[config.mk]
export PLATFORM = sky130hd
export DESIGN_NAME = io_port_buffered
export DESIGN_NICKNAME = d
export VERILOG_FILES = /design/src/rtl/io_port_pkg.sv /design/src/rtl/io_port_buffered_sync_fifo.sv /design/src/rtl/io_port_buffered.sv
export SDC_FILE = /design/constraint.sdc
export NUM_CORES = 1
export LEC_CHECK = 0
export CAP_MARGIN = 25
export CORE_MARGIN = 2
export CORE_UTILIZATION = 55
export DETAILED_ROUTE_END_ITERATION = 12
export PLACE_DENSITY = 0.9
export SLEW_MARGIN = 20
export SYNTH_ARGS = -nofsm -noshare
export SYNTH_HDL_FRONTEND = slang
export SYNTH_HIERARCHICAL = 1
export SYNTH_SLANG_ARGS = --single-unit
[constraint.sdc]
create_clock -name clk -period 7.4 [get_ports clk]
set_input_delay 1.85 -clock clk [delete_from_list [all_inputs] [get_ports clk]]
set_output_delay 1.85 -clock clk [all_outputs]
set_load 0.02 [all_outputs]
[src/rtl/io_port_pkg.sv]
// io_port_pkg: shared defaults and derived widths for the buffered I/O port.
package io_port_pkg;
    localparam int DATA_W_DEF = 32;
    localparam int DEPTH_DEF  = 4;
    localparam int PTR_W      = $clog2(DEPTH_DEF);
    localparam int CNT_W      = PTR_W + 1;
endpackage

[src/rtl/io_port_buffered_sync_fifo.sv]
// sync_fifo: first-word fall-through circular FIFO with a same-cycle push/pop.
module sync_fifo
    import io_port_pkg::*;
#(
    parameter int W     = DATA_W_DEF,
    parameter int DEPTH = DEPTH_DEF,
    parameter int PW    = $clog2(DEPTH),
    parameter int CW    = PW + 1
) (
    input  logic          clk,
    input  logic          clr,
    input  logic          push,
    input  logic          pop,
    input  logic [W-1:0]  wdata,
    output logic [W-1:0]  rdata,
    output logic [CW-1:0] count,
    output logic          full,
    output logic          empty
);
    logic [W-1:0]  mem_q [DEPTH];
    logic [PW-1:0] rptr_q, rptr_d;
    logic [PW-1:0] wptr_q, wptr_d;
    logic [CW-1:0] cnt_q, cnt_d;
    logic          do_push, do_pop;

    assign empty   = (cnt_q == '0);
    assign full    = (cnt_q == CW'(DEPTH));
    assign count   = cnt_q;
    assign do_pop  = pop && !empty;
    assign do_push = push && (!full || do_pop);
    // Never expose stale storage while empty.
    assign rdata   = empty ? '0 : mem_q[rptr_q];

    always_comb begin
        rptr_d = rptr_q;
        wptr_d = wptr_q;
        cnt_d  = cnt_q;
        if (do_pop)  rptr_d = rptr_q + PW'(1);
        if (do_push) wptr_d = wptr_q + PW'(1);
        if (do_push && !do_pop) cnt_d = cnt_q + CW'(1);
        if (do_pop && !do_push) cnt_d = cnt_q - CW'(1);
    end

    always_ff @(posedge clk) begin
        if (clr) begin
            rptr_q <= '0;
            wptr_q <= '0;
            cnt_q  <= '0;
        end else begin
            rptr_q <= rptr_d;
            wptr_q <= wptr_d;
            cnt_q  <= cnt_d;
        end
    end

    always_ff @(posedge clk) begin
        if (do_push) mem_q[wptr_q] <= wdata;
    end
endmodule

[src/rtl/io_port_buffered.sv]
// io_port_buffered: output/input FIFOs between the datapath bus and a device,
// with sticky overflow/underflow flags.
module io_port_buffered
    import io_port_pkg::*;
#(
    parameter int DATA_W = DATA_W_DEF,
    parameter int DEPTH  = DEPTH_DEF
) (
    input  logic              clk,
    input  logic              clr,
    input  logic [DATA_W-1:0] bus_in,
    input  logic              out_wr,
    output logic [DATA_W-1:0] out_data,
    output logic              out_valid,
    input  logic              out_ready,
    input  logic [DATA_W-1:0] dev_data,
    input  logic              dev_valid,
    output logic              dev_ready,
    input  logic              in_rd,
    output logic [DATA_W-1:0] in_data,
    output logic              in_valid,
    output logic              out_full,
    output logic              ovf,
    output logic              udf,
    input  logic              err_clr
);
    localparam int PW = $clog2(DEPTH);
    localparam int CW = PW + 1;

    logic [CW-1:0] out_cnt, in_cnt;
    logic          out_fifo_full, out_empty;
    logic          in_full, in_empty;
    logic          in_pop, out_pop;
    logic          ovf_q, ovf_d, udf_q, udf_d;

    assign out_valid = !out_empty;
    assign out_full  = (out_cnt == CW'(DEPTH));
    assign in_valid  = (in_cnt != '0);
    assign out_pop   = out_valid && out_ready;
    assign in_pop    = in_rd && !in_empty;
    // A full input FIFO may refill in the same cycle it is read.
    assign dev_ready = !in_full || in_pop;

    sync_fifo #(.W(DATA_W), .DEPTH(DEPTH)) u_out_fifo (
        .clk   (clk),
        .clr   (clr),
        .push  (out_wr),
        .pop   (out_ready),
        .wdata (bus_in),
        .rdata (out_data),
        .count (out_cnt),
        .full  (out_fifo_full),
        .empty (out_empty)
    );

    sync_fifo #(.W(DATA_W), .DEPTH(DEPTH)) u_in_fifo (
        .clk   (clk),
        .clr   (clr),
        .push  (dev_valid && dev_ready),
        .pop   (in_rd),
        .wdata (dev_data),
        .rdata (in_data),
        .count (in_cnt),
        .full  (in_full),
        .empty (in_empty)
    );

    always_comb begin
        ovf_d = ovf_q | (out_wr && out_fifo_full && !out_pop);
        udf_d = udf_q | (in_rd && in_empty);
        if (err_clr) begin
            ovf_d = 1'b0;
            udf_d = 1'b0;
        end
    end

    always_ff @(posedge clk) begin
        if (clr) begin
            ovf_q <= 1'b0;
            udf_q <= 1'b0;
        end else begin
            ovf_q <= ovf_d;
            udf_q <= udf_d;
        end
    end

    assign ovf = ovf_q;
    assign udf = udf_q;
endmodule

==> impl_metrics.yaml, run 1 <==
power_and_ir_drop:
  p_per_area_mw_per_mm2: 304.3
  peakVddDrop_mv: 0.1989
  p_total_mw: 4.060
  cellLeakagePower_nw: 4.259
cells_and_area:
  final_nets: 784
  fin_util_pct: 68.32
  multi_input_area_mm2: 0.002586
  nFillCells: 1229
  area_delta_synth_final_pct: 21.89
  antenna_cells: 0
  fin_area_mm2: 0.01334
  drive_gt1_share_pct: 16.62
  regArea_mm2: 0.008090
  layout_commonest_cell: "edfxtp_1"
  final_cell_mix: "edfxtp_1, clkdlybuf4s50_1, mux4_2, nor2b_1, clkbuf_16"
cts:
  clk_latency_ns: 0.51
  cts_setup_buffers: 0
  numCtsBuffers: 26
  path_clk_slew_ns: 0.06
  cts_hold_buf: 0
  post_cts_resized: 0
  clock_path_buffers: 3
  clock_sinks: 276
  cts_tree: "built"
  cts.htree.levels: 1
  cts-root-buf: "clkbuf_16"
yosys:
  yosysSeqAreaShare_pct: 73.90
  ys_warn_count: 6
  netlist_area_mm2: 0.01094
  synth.ff_latch_count: 276
  synth_fp_nets: 634
  synthDistinctLibCells: 37
  synth_cells: 553
  syn_area_per_cell_um2: 19.79
floorplan:
  start_util_pct: 56.05
  fp.dieH_um: 145.1
  io-pin-count: 141
  coreArea_mm2: 0.01953
  die-area_mm2: 0.02104
  die_w_um: 145.1
  rows: 51
sta:
  finClkSkew_ns: 0.009052
  fin_crit_sh_pct: 72.46
  slew_headroom_pct: 51.59
  setup_violations: 0
  timing_hold_violations_final: 0
  worst_slew_pin_slew_ns: 0.7239
  slew_viol_final: 0
  rsz0062_at_grt: "false"
  timing.hold.ws_ns: 0.5245
  layout_min_cycle_time_ns: 5.362
  fmax_ghz: 0.1865
  fin_setup_tns_ns: 0
placement:
  dpl_cell_area_mm2: 0.01257
  dp_hpwl_um: 12880
  place.gp.congestion: 0.7184
  io_buffers: 140
drt:
  dr_wl_met3_um: 1586
  highest-signal-layer: "met4"
  met1_length_um: 8232
  vias: 5563
  drt-total-wl_um: 21120
  drtAntennaViolNets: 0
  route.detailed.drc: 0
  drtPass1Iterations: 5
  via_per_inst: 5.636
  wl_per_cell_um: 21.40
  dr_wl_met2_um: 10800
  drt_iter0_drc: 398
worst_hold_path:
  hp-class: "register to register"
worst_setup_path:
  crit_slowest_cell: "clkdlybuf4s50_1"
  crit_type: "input pin to primary output"
  cp_cell_sequence: "clkdlybuf4s50_1 -> inv_1 -> o21ai_2 -> clkdlybuf4s50_1"
  arrival_ns: 3.51
  crit_fanout: 13
  r2r_setup_slack_ns: 4.41
  cpPeakStageDelay_ns: 0.75
  startpoint_type: "input pin"
  endpoint_kind: "primary output"
  cpMostUsedCell: "clkdlybuf4s50_1"
  worstPathRequired_ns: 5.55
run:
  maxCapViolations: 0
grt:
  grt_pass1_vias: 5942
  grt_usage_pct: 20.08
  grt_pass1_wl_um: 33060
  gr-total-overflow: 0
  grt_max_degree: 35
  antenna_found_initial: 0
run_status:
  status: "completed"
-- logic make-up (layout without fill, tap and decap cells) --
| logic type | count (synthesis) | after routing | share of synthesized area, % |
|---|---|---|---|
| adders and majority gates | 10 | 10 | 1.280 |
| DFF | 276 | 276 | 73.90 |
| xor gates and xnor gates | 8 | 8 | 0.6402 |
| AOI/OAI and AO/OA | 27 | 27 | 1.738 |
| muxes | 68 | 68 | 13.56 |
| and+or+nand+nor | 116 | 116 | 6.414 |
| buffers and inverters | 48 | 217 | 2.470 |
-- flip-flops by register name, indices dropped and copies added (netlist names), named ones only --
| register | flops |
|---|---|
| u_in_fifo/count | 3 |
| u_out_fifo/rptr_q | 2 |
| u_in_fifo/rptr_q | 2 |
| u_out_fifo/count | 3 |
| u_in_fifo/mem_q | 128 |
| ovf | 1 |
| udf | 1 |
| u_in_fifo/wptr_q | 2 |
| u_out_fifo/wptr_q | 2 |
| u_out_fifo/mem_q | 128 |
-- report_power, final --
| part | internal [mW] | switching [mW] |
|---|---|---|
| Combinational | 0.477 | 0.514 |
| Clock | 0.664 | 0.531 |
| Sequential | 1.83 | 0.0477 |
-- cell type report --
| class | instances | share of cell area [%] |
|---|---|---|
| Clock buffer | 33 | 5.234 |
| Clock inverter | 14 | 0.5065 |
| Inverter | 16 | 0.4502 |
| Multi-Input combinational cell | 229 | 19.39 |
| Sequential cell | 276 | 60.65 |
| Tap cell | 265 | 2.485 |
| Timing Repair Buffer | 154 | 11.29 |
-- layer usage --
| layer | up-vias | GRT usage [%] |
|---|---|---|
| li1 | 2465 | - |
| met1 | 2833 | 26.01 |
| met2 | 223 | 34.43 |
| met3 | 42 | 5.220 |
| met4 | 0 | 4.951 |
| met5 | - | 0 |
-- stage by stage --
stage          setup slack, ns  instances
2_1_floorplan            3.324        553
3_3_place_gp             2.061        940
3_5_place_dp             2.034        940
4_1_cts                  2.039        987
5_1_grt                  1.957        987
6_report                 2.038        987
-- worst paths after layout --
kind	start	end	cells past startpoint
max	in_rd	dev_ready	4
min	u_in_fifo/wptr_q[1]	u_in_fifo/wptr_q[1]	2
max reg2reg	u_in_fifo/count[0]	u_in_fifo/mem_q[2][22]	8
min reg2reg	u_in_fifo/wptr_q[1]	u_in_fifo/wptr_q[1]	2
-- critical path, delay by kind of cell --
kind            cells  cell delay, ns
buf+inv             3            1.50
compound gates      1            0.15
-- cell usage after synthesis (all sizes together) --
| library cell | instances | area, um2 |
|---|---|---|
| nor3 | 4 | 42.54 |
| o211ai | 4 | 30.03 |
| nor3b | 1 | 7.510 |
| and2 | 11 | 68.82 |
| xor2 | 6 | 52.55 |
| o31ai | 2 | 15.01 |
| nor2 | 14 | 52.55 |
| mux4 | 64 | 1441 |
| ha | 8 | 100.1 |
| o21ai | 3 | 18.77 |
| o21bai | 2 | 15.01 |
| nand3 | 4 | 20.02 |
| nor2b | 64 | 400.4 |
| or2 | 2 | 12.51 |
| fa | 2 | 40.04 |
| inv | 16 | 60.06 |
| o311ai | 2 | 17.52 |
| o2111ai | 2 | 17.52 |
| a31oi | 5 | 31.28 |
| nand3b | 2 | 15.01 |
| edfxtp | 256 | 7687 |
| nand2 | 2 | 7.510 |
| a21oi | 5 | 25.02 |
| clkbuf | 6 | 22.52 |
| mux2 | 2 | 22.52 |
| mux2i | 2 | 20.02 |
| dfxtp | 20 | 400.4 |
| o21ba | 2 | 20.02 |
| nand2b | 9 | 56.30 |
| xnor2 | 2 | 17.52 |
| or3 | 3 | 18.77 |
| buf | 26 | 187.7 |
Power figures use the tool's default switching activity.
==> run 2: changes to the inputs <==
CORE_UTILIZATION = 50   (was 55)
PLACE_DENSITY = 0.87   (was 0.9)
clock period = 4.79 ns   (was 7.4 ns; I/O delays follow)
==> run 2 against run 1 <==
Compared with the run above:
- die area up 9.7%
- critical path depth stayed put
- via count increased by 0.23%
- cell area increased by 1.4%
==> impl_metrics.yaml, run 2 (synthesis gave the netlist of run 1 again) <==
drt:
  via_per_inst: 5.526
  drtPass1Iterations: 4
  vias: 5576
  drtAntennaViolNets: 0
  drt_iter0_drc: 354
  drt-total-wl_um: 20890
  wl_per_cell_um: 20.71
  route.detailed.drc: 0
sta:
  fin_crit_sh_pct: 83.79
  setup_violations: 0
  layout_min_cycle_time_ns: 4.013
  slew_viol_final: 0
  rsz0062_at_grt: "false"
  slew_headroom_pct: 48.72
  timing_hold_violations_final: 0
  fin_setup_tns_ns: 0
  fmax_ghz: 0.2492
  finClkSkew_ns: 0.01412
  worst_slew_pin_slew_ns: 0.7668
worst_hold_path:
  worstHoldPathCells: 2
  hp-class: "register to register"
cells_and_area:
  area_delta_synth_final_pct: 23.55
  fin_area_mm2: 0.01352
  nFillCells: 1464
  regArea_mm2: 0.008090
  drive_gt1_share_pct: 17.99
  multi_input_area_mm2: 0.002586
  final_cell_mix: "edfxtp_1, clkdlybuf4s50_1, mux4_2, nor2b_1, clkbuf_16"
  layout_commonest_cell: "edfxtp_1"
  final_nets: 787
  largestRegisters: "u_in_fifo/mem_q x128, u_out_fifo/mem_q x128"
floorplan:
  rows: 54
  fp.dieH_um: 151.9
  die-area_mm2: 0.02309
  io-pin-count: 141
  coreArea_mm2: 0.02162
  die_w_um: 151.9
  start_util_pct: 50.62
worst_setup_path:
  worstPathRequired_ns: 3.59
  crit_type: "input pin to primary output"
  endpoint_kind: "primary output"
  reg2regPathDepth: 8
  arrival_ns: 2.82
  crit_fanout: 13
  startpoint_type: "input pin"
cts:
  cts.htree.levels: 1
  cts_hold_buf: 0
  cts-root-buf: "clkbuf_16"
  cts_setup_buffers: 0
  clock_path_buffers: 3
  post_cts_resized: 0
  numCtsBuffers: 28
  clock_sinks: 276
  path_clk_slew_ns: 0.06
  cts_tree: "built"
  clk_latency_ns: 0.53
grt:
  grt_pass1_wl_um: 33140
  grt_max_degree: 33
  top_usage_layer: "met2"
  gr-total-overflow: 0
  met1_usage_pct: 21.91
  antenna_found_initial: 1
  grt_pass1_vias: 6124
  grt_usage_pct: 18.12
  use_met3_pct: 5.048
  grt_use_met2_pct: 32.48
run:
  maxCapViolations: 0
placement:
  place.gp.congestion: 0.7742
  dpl_cell_area_mm2: 0.01261
  io_buffers: 140
  dp_hpwl_um: 13030
power_and_ir_drop:
  p_per_area_mw_per_mm2: 483.2
  peakVddDrop_mv: 0.3757
  cellLeakagePower_nw: 4.352
run_status:
  status: "completed"
## run 2: cell types whose count changed in the layout (fill, tap and decap cells not counted), sizes merged
cell      delta
clkinv       +4
bufinv       +3
clkinvlp     -1
diode        +1
clkbuf       -1
buf          +1
## run 2: layout make-up
type | instances | area share (%)
flip-flops and latches | 276 | 59.83
multi-input cells | 229 | 19.13
repair buffers | 155 | 11.29
clock buffers | 32 | 5.450
well taps | 280 | 2.591
clock inverters | 20 | 1.249
inverters | 16 | 0.4442
diodes | 1 | 0.01851
## run 2: routing by layer
metal  vias up  wire [um]  share of wire (%)
met1      2876       8007                 38
met5         -          0                  0
li1       2474          -                  -
met4         0        408                2.0
met3        40       1531                7.3
met2       186      10950                 52
## run 2: stage by stage
stage	setup slack [ns]	std cells	power, mW	util, %	hold slack [ns]
2_1_floorplan	1.367	553	3.882	-	0.4820
3_3_place_gp	0.8577	956	4.429	58.34	0.4916
3_5_place_dp	0.7576	956	4.492	58.34	0.5047
4_1_cts	0.7496	1008	6.606	62.53	0.5252
5_1_grt	0.6662	1009	6.799	62.54	0.5680
6_report	0.7766	1009	6.533	62.54	0.5197
## run 2: final timing paths
check	startpoint	to	slack, ns
worst min-delay path	udf	udf	0.52
worst max register to register	u_in_fifo/count[0]	u_in_fifo/mem_q[0][21]	1.94
worst min register to register	udf	udf	0.52
worst max-delay path	in_rd	dev_ready	0.78
## run 2: power by group
part / switching [mW] / internal [mW] / leakage [nW] / total, mW
Clock: 0.847 / 1.26 / 0.451 / 2.10
Sequential: 0.0865 / 2.82 / 2.51 / 2.91
Combinational: 0.779 / 0.742 / 1.39 / 1.52
## run 2: worst max-delay path: stages
cell and delay (ns):
clkdlybuf4s50_1 0.74, inv_1 0.10, o21ai_2 0.15, clkdlybuf4s50_1 0.64
==> run 3: changes to the inputs <==
CORE_UTILIZATION = 55   (was 50)
PLACE_DENSITY = 0.9   (was 0.87)
clock period = 3.77 ns   (was 4.79 ns; I/O delays follow)
==> run 3 against run 2 <==
Compared with the run above:
- clock-buffer cell count is 1 lower
- sequential power increased by 27%
- flip-flop and latch count stayed put
- critical path type is now register to primary output
- combinational power grew 28%
- first-iteration DRC count fell by 1.7%
- cell count fell by 2.0%
- non-clock buffer count grew 2
- core utilization up 6.6 points
- worst setup slack got worse by 0.59 ns
- global-route usage up 2.1 points
==> impl_metrics.yaml, run 3 (synthesis gave the netlist of run 1 again) <==
run_status:
  status: "completed"
cts:
  cts_setup_buffers: 0
  clock_sinks: 276
  clock_path_buffers: 3
  cts_hold_buf: 0
  path_clk_slew_ns: 0.06
  cts_tree: "built"
  numCtsBuffers: 27
  cts-root-buf: "clkbuf_16"
  cts.htree.levels: 1
  post_cts_resized: 0
  clk_latency_ns: 0.51
cells_and_area:
  final_cell_mix: "edfxtp_1, clkdlybuf4s50_1, mux4_2, nor2b_1, clkbuf_16"
  largestRegisters: "u_in_fifo/mem_q x128, u_out_fifo/mem_q x128"
  layout_commonest_cell: "edfxtp_1"
  fin_cells: 989
  fin_util_pct: 69.11
  final_nets: 788
  antenna_cells: 0
  drive_gt1_share_pct: 17.54
  area_delta_synth_final_pct: 23.31
sta:
  slew_viol_final: 0
  fin_crit_sh_pct: 95.04
  worst_slew_pin_slew_ns: 0.5949
  slew_headroom_pct: 60.21
  timing_hold_violations_final: 0
  layout_min_cycle_time_ns: 3.583
  fin_setup_tns_ns: 0
  rsz0062_at_grt: "false"
  fmax_ghz: 0.2791
  setup_violations: 0
  finClkSkew_ns: 0.006263
  fin_ws_ns: 0.1869
placement:
  dp_hpwl_um: 13320
  io_buffers: 140
  dp.cells: 943
  place.gp.congestion: 0.7727
  dpl_worst_slack_ns: 0.3614
power_and_ir_drop:
  p_per_area_mw_per_mm2: 606.5
  cellLeakagePower_nw: 4.333
  peakVddDrop_mv: 0.4900
drt:
  route.detailed.drc: 0
  drtAntennaViolNets: 0
  wl_per_cell_um: 21.20
  vias: 5510
  drt_iter0_drc: 348
  drt-total-wl_um: 20970
  drtPass1Iterations: 5
  via_per_inst: 5.571
grt:
  antenna_found_initial: 0
  grt_use_met2_pct: 35.17
  grt_pass1_wl_um: 33260
  gr-total-overflow: 0
  grt_usage_pct: 20.18
  top_usage_layer: "met2"
  use_met3_pct: 4.277
  grt_max_degree: 35
  met1_usage_pct: 26.70
  grt_pass1_vias: 5974
worst_hold_path:
  hp-class: "register to register"
floorplan:
  start_util_pct: 56.05
  die_w_um: 145.1
  rows: 51
  fp.dieH_um: 145.1
  coreArea_mm2: 0.01953
  die-area_mm2: 0.02104
  io-pin-count: 141
worst_setup_path:
  cpPeakStageDelay_ns: 0.59
  arrival_ns: 2.64
  crit_type: "register to primary output"
  worstPathRequired_ns: 2.83
  cpLargestDelayFamily: "buffers and inverters"
  cp_cell_sequence: "buf_12 -> mux4_2 -> nor2b_1 -> clkdlybuf4s50_1"
  crit_slowest_cell: "dfxtp_2"
  crit_fanout: 22
  endpoint_kind: "primary output"
  r2r_setup_slack_ns: 0.94
  startpoint_type: "register"
  worst-path-buf-inv: 2
run:
  maxCapViolations: 0
run 3: cell count changes in the layout (fill, tap and decap cells not counted), sizes merged:
cell / previous run / this run
buf: 15 / 17
clkbuf: 32 / 31
clkinv: 17 / 12
diode: 1 / 0
run 3: per-layer routing:
metal / up-vias / part of all wire, %
li1: 2465 / -
met1: 2795 / 39
met2: 225 / 52
met3: 25 / 7.0
met4: 0 / 1.8
met5: - / 0
run 3: stage by stage:
step	hold slack [ns]	area, um2	power (mW)
global route	0.5443	13500	8.512
finish	0.5241	13500	8.184
CTS	0.5288	13500	8.266
floorplan	0.4820	10940	4.932
detailed placement	0.5107	12660	5.725
global placement	0.4938	12660	5.651
run 3: final cells by class:
| class | count | area (um2) |
|---|---|---|
| sequential | 276 | 8090 |
| multi-input combinational | 229 | 2586 |
| clock buffer | 31 | 690.7 |
| timing repair buffer | 157 | 1592 |
| clock inverter | 15 | 145.1 |
| tap | 265 | 331.6 |
| fill | 1230 | 6031 |
| inverter | 16 | 60.06 |
run 3: path summary, 6_finish.rpt:
kind,startpoint,end,cells after the start
worst min register to register,u_in_fifo/rptr_q[1],register,2
worst max-delay path,register,in_data[11],4
worst min-delay path,u_in_fifo/rptr_q[1],register,2
worst max register to register,u_in_fifo/count[0],u_in_fifo/mem_q[2][9],8
run 3: worst reg2reg max path: stages, from the launching register on:
cell and delay (ns):
dfxtp_1 0.54, nor3_4 0.08, buf_4 0.25, o21ai_2 0.20, and2_1 0.34, inv_1 0.10
a31oi_1 0.43, and2_1 0.23, buf_4 0.31
run 3: where the power goes:
group	switching, mW	internal [mW]
logic	0.984	0.966
registers	0.116	3.58
clock network	1.03	1.50
